**src/rtl/ras_ctrl.sv**
```systemverilog
// Return-address-stack command generator: classifies fetch packets, issues push/pop/replace
// pulses and a registered next-pc prediction. Macro RAS_RVC_EN enables compressed C.JR/C.JALR decode.
module ras_ctrl #(
   parameter int ras_size = 8,
   localparam int DepthW = $clog2(ras_size + 1)
) (
   input  logic              clk,
   input  logic              n_reset,
   input  logic              in_valid,
   output logic              in_ready,
   input  logic [31:0]       in_instr,
   input  logic [47:0]       in_pc,
   input  logic              flush,
   input  logic [47:0]       ras_top,
   output logic              ras_push,
   output logic              ras_pop,
   output logic              ras_replace,
   output logic [47:0]       ras_idata,
   output logic              pred_valid,
   input  logic              pred_ready,
   output logic              pred_taken,
   output logic [47:0]       pred_target,
   output logic [1:0]        pred_kind,
   output logic [DepthW-1:0] ras_depth
);

   typedef enum logic [1:0] {
      K_NONE = 2'b00,
      K_CALL = 2'b01,
      K_RET  = 2'b10,
      K_CORO = 2'b11
   } kind_e;

   function automatic logic is_link(input logic [4:0] r);
      return (r == 5'd1) || (r == 5'd5);
   endfunction

   logic              push_q, push_d, pop_q, pop_d, repl_q, repl_d;
   logic [47:0]       idata_q, idata_d, target_q, target_d;
   logic              pvalid_q, pvalid_d, taken_q, taken_d;
   kind_e             kind_q, kind_d;
   logic [DepthW-1:0] depth_q, depth_d;

   logic              accept_s, c_push, c_pop, c_repl, c_jal;
   logic [47:0]       ret_addr, jimm, top_eff, depth_inc;
   logic [4:0]        rd, rs1;

   assign in_ready = (!pvalid_q || pred_ready) && !pop_q && !flush;
   assign accept_s = in_valid && in_ready;
   assign rd       = in_instr[11:7];
   assign rs1      = in_instr[19:15];
   assign jimm     = {{27{in_instr[31]}}, in_instr[31], in_instr[19:12], in_instr[20],
                      in_instr[30:21], 1'b0};
   // A command issued this cycle has not reached the stack yet, so forward its data.
   assign top_eff  = (push_q || repl_q) ? idata_q : ras_top;
   assign depth_inc = 48'(depth_q);

   // Instruction classification into stack actions.
   always_comb begin
      c_push   = 1'b0;
      c_pop    = 1'b0;
      c_repl   = 1'b0;
      c_jal    = 1'b0;
      ret_addr = in_pc + 48'd4;
      if (in_instr[6:0] == 7'b1101111) begin
         c_jal  = is_link(rd);
         c_push = is_link(rd);
      end else if (in_instr[6:0] == 7'b1100111 && in_instr[14:12] == 3'b000) begin
         if (!is_link(rd)) begin
            c_pop = is_link(rs1);
         end else if (!is_link(rs1) || rd == rs1) begin
            c_push = 1'b1;
         end else begin
            c_repl = 1'b1;
         end
      end else begin
`ifdef RAS_RVC_EN
         if (in_instr[1:0] == 2'b10 && in_instr[15:13] == 3'b100 &&
             in_instr[6:2] == 5'd0 && in_instr[11:7] != 5'd0) begin
            ret_addr = in_pc + 48'd2;
            if (in_instr[12]) begin
               c_push = !is_link(in_instr[11:7]) || in_instr[11:7] == 5'd1;
               c_repl = (in_instr[11:7] == 5'd5);
            end else begin
               c_pop = is_link(in_instr[11:7]);
            end
         end else begin
            ret_addr = (in_instr[1:0] != 2'b11) ? in_pc + 48'd2 : in_pc + 48'd4;
         end
`else
         c_push = 1'b0;
`endif
      end
   end

   // Next-state for prediction, stack pulses and occupancy.
   always_comb begin
      push_d   = 1'b0;
      pop_d    = 1'b0;
      repl_d   = 1'b0;
      idata_d  = idata_q;
      pvalid_d = pvalid_q;
      taken_d  = taken_q;
      target_d = target_q;
      kind_d   = kind_q;
      depth_d  = depth_q;
      if (flush) begin
         pvalid_d = 1'b0;
         taken_d  = 1'b0;
         target_d = 48'd0;
         kind_d   = K_NONE;
      end else if (accept_s) begin
         pvalid_d = 1'b1;
         taken_d  = 1'b0;
         target_d = 48'd0;
         kind_d   = K_NONE;
         if (c_push || (c_repl && depth_q == '0)) begin
            kind_d  = c_push ? K_CALL : K_CORO;
            push_d  = 1'b1;
            idata_d = ret_addr;
            if (depth_inc < 48'(ras_size)) begin
               depth_d = depth_q + 1'b1;
            end else begin
               depth_d = depth_q;
            end
            if (c_jal) begin
               taken_d  = 1'b1;
               target_d = in_pc + jimm;
            end else begin
               taken_d  = 1'b0;
            end
         end else if (c_repl) begin
            kind_d   = K_CORO;
            repl_d   = 1'b1;
            idata_d  = ret_addr;
            taken_d  = 1'b1;
            target_d = top_eff;
         end else if (c_pop) begin
            kind_d = K_RET;
            if (depth_q != '0) begin
               pop_d    = 1'b1;
               taken_d  = 1'b1;
               target_d = top_eff;
               depth_d  = depth_q - 1'b1;
            end else begin
               pop_d    = 1'b0;
            end
         end else begin
            kind_d = K_NONE;
         end
      end else if (pred_ready) begin
         pvalid_d = 1'b0;
      end else begin
         pvalid_d = pvalid_q;
      end
   end

   // State registers.
   always_ff @(posedge clk or negedge n_reset) begin
      if (!n_reset) begin
         push_q   <= 1'b0;
         pop_q    <= 1'b0;
         repl_q   <= 1'b0;
         idata_q  <= 48'd0;
         pvalid_q <= 1'b0;
         taken_q  <= 1'b0;
         target_q <= 48'd0;
         kind_q   <= K_NONE;
         depth_q  <= '0;
      end else begin
         push_q   <= push_d;
         pop_q    <= pop_d;
         repl_q   <= repl_d;
         idata_q  <= idata_d;
         pvalid_q <= pvalid_d;
         taken_q  <= taken_d;
         target_q <= target_d;
         kind_q   <= kind_d;
         depth_q  <= depth_d;
      end
   end

   assign ras_push    = push_q;
   assign ras_pop     = pop_q;
   assign ras_replace = repl_q;
   assign ras_idata   = idata_q;
   assign pred_valid  = pvalid_q;
   assign pred_taken  = taken_q;
   assign pred_target = target_q;
   assign pred_kind   = kind_q;
   assign ras_depth   = depth_q;

endmodule
```
**config.mk**
```make
export PLATFORM = sky130hd
export DESIGN_NAME = ras_ctrl
export DESIGN_NICKNAME = d
export VERILOG_FILES = /design/src/rtl/ras_ctrl.sv
export SDC_FILE = /design/constraint.sdc
export NUM_CORES = 1
export LEC_CHECK = 0
export ABC_CLOCK_PERIOD_IN_PS = 5300
export CORE_MARGIN = 8
export CORE_UTILIZATION = 53
export DETAILED_ROUTE_END_ITERATION = 12
export GPL_ROUTABILITY_DRIVEN = 0
export PLACE_DENSITY = 0.84
export RECOVER_POWER = 50
export REMOVE_ABC_BUFFERS = 1
export SYNTH_ARGS = -nofsm -noshare
export SYNTH_HDL_FRONTEND = slang
export SYNTH_SLANG_ARGS = --single-unit
```
**constraint.sdc**
```tcl
create_clock -name clk -period 5.3 [get_ports clk]
set_clock_uncertainty 0.15 [all_clocks]
set_input_delay 1.06 -clock clk [delete_from_list [all_inputs] [get_ports clk]]
set_output_delay 1.06 -clock clk [all_outputs]
set_load 0.005 [all_outputs]
```
# Word-level counts from Yosys, hierarchy flattened
# Index checks and enable logic that the tools add are counted.
# W data, S select, Z words.
# word_totals
ff_bits	107
out_inout_bits	108
elab_cells	103
# classes
n_addsub	4
n_lt_le_gt_ge	1
n_eq_ne	9
muxes	54
bitwise_logic	1
n_reduce_logical	25
# ops
operator	n
$mux W48	10
$add A48 B3 Y48 const B	1
$add A48 B48 Y48	1
$mux W1	33
$mux W4	5
$eq A7 B7 Y1 const B	2
$mux W2	6
$eq A5 B1 Y1 const B	2
$eq A5 B3 Y1 const B	2
$reduce_bool A2 Y1	4
$logic_or A1 B1 Y1	6
$reduce_and A6 Y1	1
$eq A5 B5 Y1	1
$logic_and A1 B1 Y1	5
$add A4 B1 Y4 const B	1
$logic_not A1 Y1	4
$logic_not A4 Y1	1
$lt A4 B4 Y1 const B	1
$ne A2 B1 Y1 const B	2
$reduce_bool A4 Y1	1
$sub A4 B1 Y4 const B	1
$logic_not A3 Y1	1
$reduce_and A3 Y1	1
$reduce_bool A3 Y1	1
$not A1 Y1	1

# Longest topological paths before layout
# logic_depth
depth_word	13
depth_mapped	13

# Worst setup path before layout
# No wires, ideal clock.
# synth_path
path_type	in2reg
from	input port in_instr[21]
to	register target_q[47] (netlist: pred_target[47])
setup_time_ns	0.133
arrival_ns	3.256
required_time_ns	5.017
path_slack_ns	1.761
stages	11
n_path_buf	0
cell_sequence	ha_1 > fa_1 > a211oi_1 > o21ai_1 > a21oi_2 > nor3_2 > o211ai_2 > a21oi_1 > o31ai_1 > mux2i_1 > o211ai_1
# synth_between
elab_chain_len	5
# synth_rtl
element	line	rtl
start, declared	11	input logic [31:0] in_instr,
$add A48 B48 Y48	128	target_d = in_pc + jimm;
$mux W48	126	if (c_jal) begin
$mux W48	117	if (c_push || (c_repl && depth_q == '0)) begin
$mux W48	112	end else if (accept_s) begin
$mux W48	107	if (flush) begin
end signal, assigned	177	target_q <= target_d;
end, declared	39	logic [47:0] idata_q, idata_d, target_q, target_d;
# No other way between the ends. The select of a mux whose other input is x is not followed.
# A chain may end at the register's enable or synchronous reset.

# Worst setup path in the final report
# layout_path
from	input port in_instr[31]
to	register target_q[47] (netlist: pred_target[47])
# The elaborated chain is that of the path after synthesis.

==> impl_metrics.py <==
metrics = {
    "status": {
        "status": "finished with violations",
        "violations": "capacitance limit, slew limit",
    },
    "global_routing": {
        "antenna_found_initial": 0,
        "grt_pass1_wl_microns": 44700,
        "grt_use_total": 0.277,
        "grt_pass1_vias": 8626,
        "grt_max_degree": 95,
        "grt_overflow_total": 0,
    },
    "layout": {
        "fillers": 1257,
        "syn2layout_area_growth_pct": 34.2,
        "finalInstanceArea_sq_um": 11200,
        "final_cells": 1493,
        "mostFrequentLayoutCell": "clkdlybuf4s50_1",
        "insertedDiodeCount": 0,
        "fin_nets": 1456,
        "final_cell_mix": "clkdlybuf4s50_1 (186), a21oi_1 (183), nand2_1 (180), dfrtp_1 (107), nor2_1 (90)",
        "fin_util": 0.718,
        "drive_gt1_frac": 0.0431,
    },
    "place": {
        "dp_slack_ns": 0.632,
        "dp.cells": 1477,
        "hpwl_microns": 21300,
        "placedInstanceArea_sq_um": 10900,
        "portBuffers": 240,
    },
    "setup_path": {
        "crit_slowest_cell": "clkdlybuf4s50_1",
        "cp.arrival_ns": 4.53,
        "crit_buf_inv": 1,
        "r2r_end": "pred_target[10]",
        "r2r_start": "pred_valid",
        "r2r_slack_ns": 2.15,
        "ff2ff_path_depth": 8,
        "path_delay_family": "compound AO/OA/AOI/OAI gates",
        "worst_ep_required_time_ns": 5.37,
        "crit_path_start_kind": "input port",
        "cp_max_fo": 17,
        "end_kind": "register",
        "path_cells": "clkdlybuf4s50_1 > ha_1 > a21oi_2 > o21ai_1 > o41ai_2 > o41ai_2 > o211ai_2 > a21oi_1 > o31ai_1 > mux2i_1 > o211ai_1",
        "max_stage_delay_ns": 0.85,
        "cpMostUsedCell": "o41ai_2",
        "crit_type": "input port to register",
    },
    "power": {
        "powerDensity_nw_per_um2": 189,
        "total_power_mw": 2.13,
        "vdd_drop_max_uv": 184,
        "p_leak_nw": 5.01,
    },
    "timing": {
        "fin_crit_sh": 0.841,
        "tightest_slew_ns": 2.59,
        "drv_slew": 92,
        "setup_slack_ns": 0.842,
        "tns_ns": 0,
        "max_freq_mhz": 224,
        "rsz0062_at_grt": "no",
        "final_hold_viol_count": 0,
        "fin_crit_ns": 4.46,
        "slew_headroom": -0.728,
        "setup_viol": 0,
        "whs_ns": 0.326,
    },
    "drt": {
        "vias_per_cell": 5.82,
        "via_count": 8688,
        "wl_microns": 28300,
        "first_pass_iters": 5,
        "drt_iter0_drc": 646,
        "wl_per_cell_microns": 18.9,
        "ant_nets": 0,
        "drc": 0,
    },
    "clock_network": {
        "cts_setup_buffers": 0,
        "cts.path.max_buffers": 2,
        "cts-hold-fix-buffers": 0,
        "insertion_delay_ns": 0.36,
        "cts.repair.resized": 0,
        "cts_root_buf": "clkbuf_16",
        "clkSinkCount": 107,
        "cts_tree": "built",
        "cts_max_level": 3,
        "cts-buffers-inserted": 9,
        "clk_pin_slew_ns": 0.07,
    },
    "synth": {
        "synth_area_leaders": "dfrtp_1 (32%), a21oi_1 (11%), nand2_1 (8.1%), ha_1 (7.3%), xor2_1 (5.3%)",
        "synth_top_area_cell": "dfrtp_1",
        "synth_cell_types": 69,
        "synthArstFlopShare": 1.00,
        "synth.ff_latch_count": 107,
        "synth_edf_count": 0,
        "ys_warn_count": 0,
        "netlist_area_sq_um": 8370,
        "synthCells": 1055,
        "synth_top_area_frac": 0.320,
        "syn_avg_cell_area_sq_um": 7.93,
        "synth_ff_type": "dfrtp_1",
        "ys_seq_area_frac": 0.320,
    },
    "worst_hold_path": {
        "worstHoldEndpoint": "pred_target[0]",
        "hold_depth": 2,
        "holdCritPathClass": "register to register",
        "worstHoldStart": "pred_target[0]",
    },
    "die": {
        "die_x_microns": 142,
        "initial_core_util": 0.535,
        "die_y_microns": 142,
        "row_count": 46,
        "coreArea_sq_um": 15700,
        "ioPinCount": 241,
        "die_area_sq_um": 20100,
    },
    "run": {
        "max_cap_violations": 2,
    },
}
## report_power, final
group / switching, mW / internal (mW) / leakage (nW) / total [mW]
Combinational: 0.310 / 0.258 / 3.38 / 0.568
Clock: 0.320 / 0.416 / 0.143 / 0.736
Sequential: 0.00328 / 0.819 / 1.49 / 0.823
## worst reg2reg max path, cell delays in order (launching register included)
cell      delay [ns]
dfrtp_1         0.39
nand2b_1        0.09
nor3b_1         0.31
and2_1          0.28
o21ai_0         0.19
nor3_4          0.25
buf_4           0.79
nor2_1          0.37
o21ai_1         0.24
## synth_stat cells, drive strengths merged, types with 2 or more instances
library cell  count
fa                2
mux2              3
o21bai            7
inv              14
o21a              3
or3               2
a21oi           187
clkbuf           24
xnor2            44
mux2i             7
a31o              3
nand3            28
a21o             27
nand2b            4
o41ai             2
nor2             93
nand2           180
nand3b            2
a311oi            2
ha               49
dfrtp           107
and3             20
nor3b             2
a211oi            4
o221ai            3
o31ai             7
buf              20
o21ai            79
nand4            19
xor2             51
and4              4
a31oi             7
nor3             14
and2              7
o211ai            6
nor4              6
## routing by layer
layer	vias to the layer above	global-route usage	wire length [microns]
met5	-	0	0
met1	4116	0.346	11800
met2	337	0.464	13600
met3	48	0.0521	2090
met4	0	0.112	800
li1	4187	-	-
## how the worst max path moves through the flow
stage	startpoint	endpoint	slack [ns]	depth (start not counted)
2_1_floorplan	in_instr[10]	pred_target[32]	-0.78	6
3_3_place_gp	in_instr[31]	pred_target[47]	0.77	11
3_5_place_dp	in_instr[31]	pred_target[47]	0.63	11
4_1_cts	in_instr[31]	pred_target[47]	0.97	11
6_report	in_instr[31]	pred_target[47]	0.84	11
5_1_grt	n_reset	ras_idata[19]	0.63	2
## layout make-up
| cell class | count | area, sq um | share of cell area |
|---|---|---|---|
| multi-input cells | 890 | 5460 | 0.486 |
| flip-flops and latches | 107 | 2680 | 0.238 |
| repair buffers | 250 | 2460 | 0.219 |
| well taps | 216 | 270 | 0.0241 |
| clock buffers | 12 | 236 | 0.0211 |
| clock inverters | 4 | 75.1 | 0.00668 |
| inverters | 14 | 52.6 | 0.00468 |
## kinds of logic after synthesis
| group | after synthesis | share of synthesized area |
|---|---|---|
| muxes | 10 | 0.0124 |
| DFF | 107 | 0.320 |
| adders and majority gates | 51 | 0.0781 |
| xor gates and xnor gates | 95 | 0.0994 |
| AOI/OAI and AO/OA | 346 | 0.243 |
| buffers and inverters | 58 | 0.0299 |
| and+or+nand+nor | 388 | 0.218 |
## flip-flops by register name (all words and copies together) (netlist names)
register and cells:
pred_valid 1, ras_idata 48, pred_target 48, ras_depth 4
ras_push 1, pred_kind 2, ras_pop 1, pred_taken 1
ras_replace 1
No activity file was read; power rests on OpenSTA's default activity.
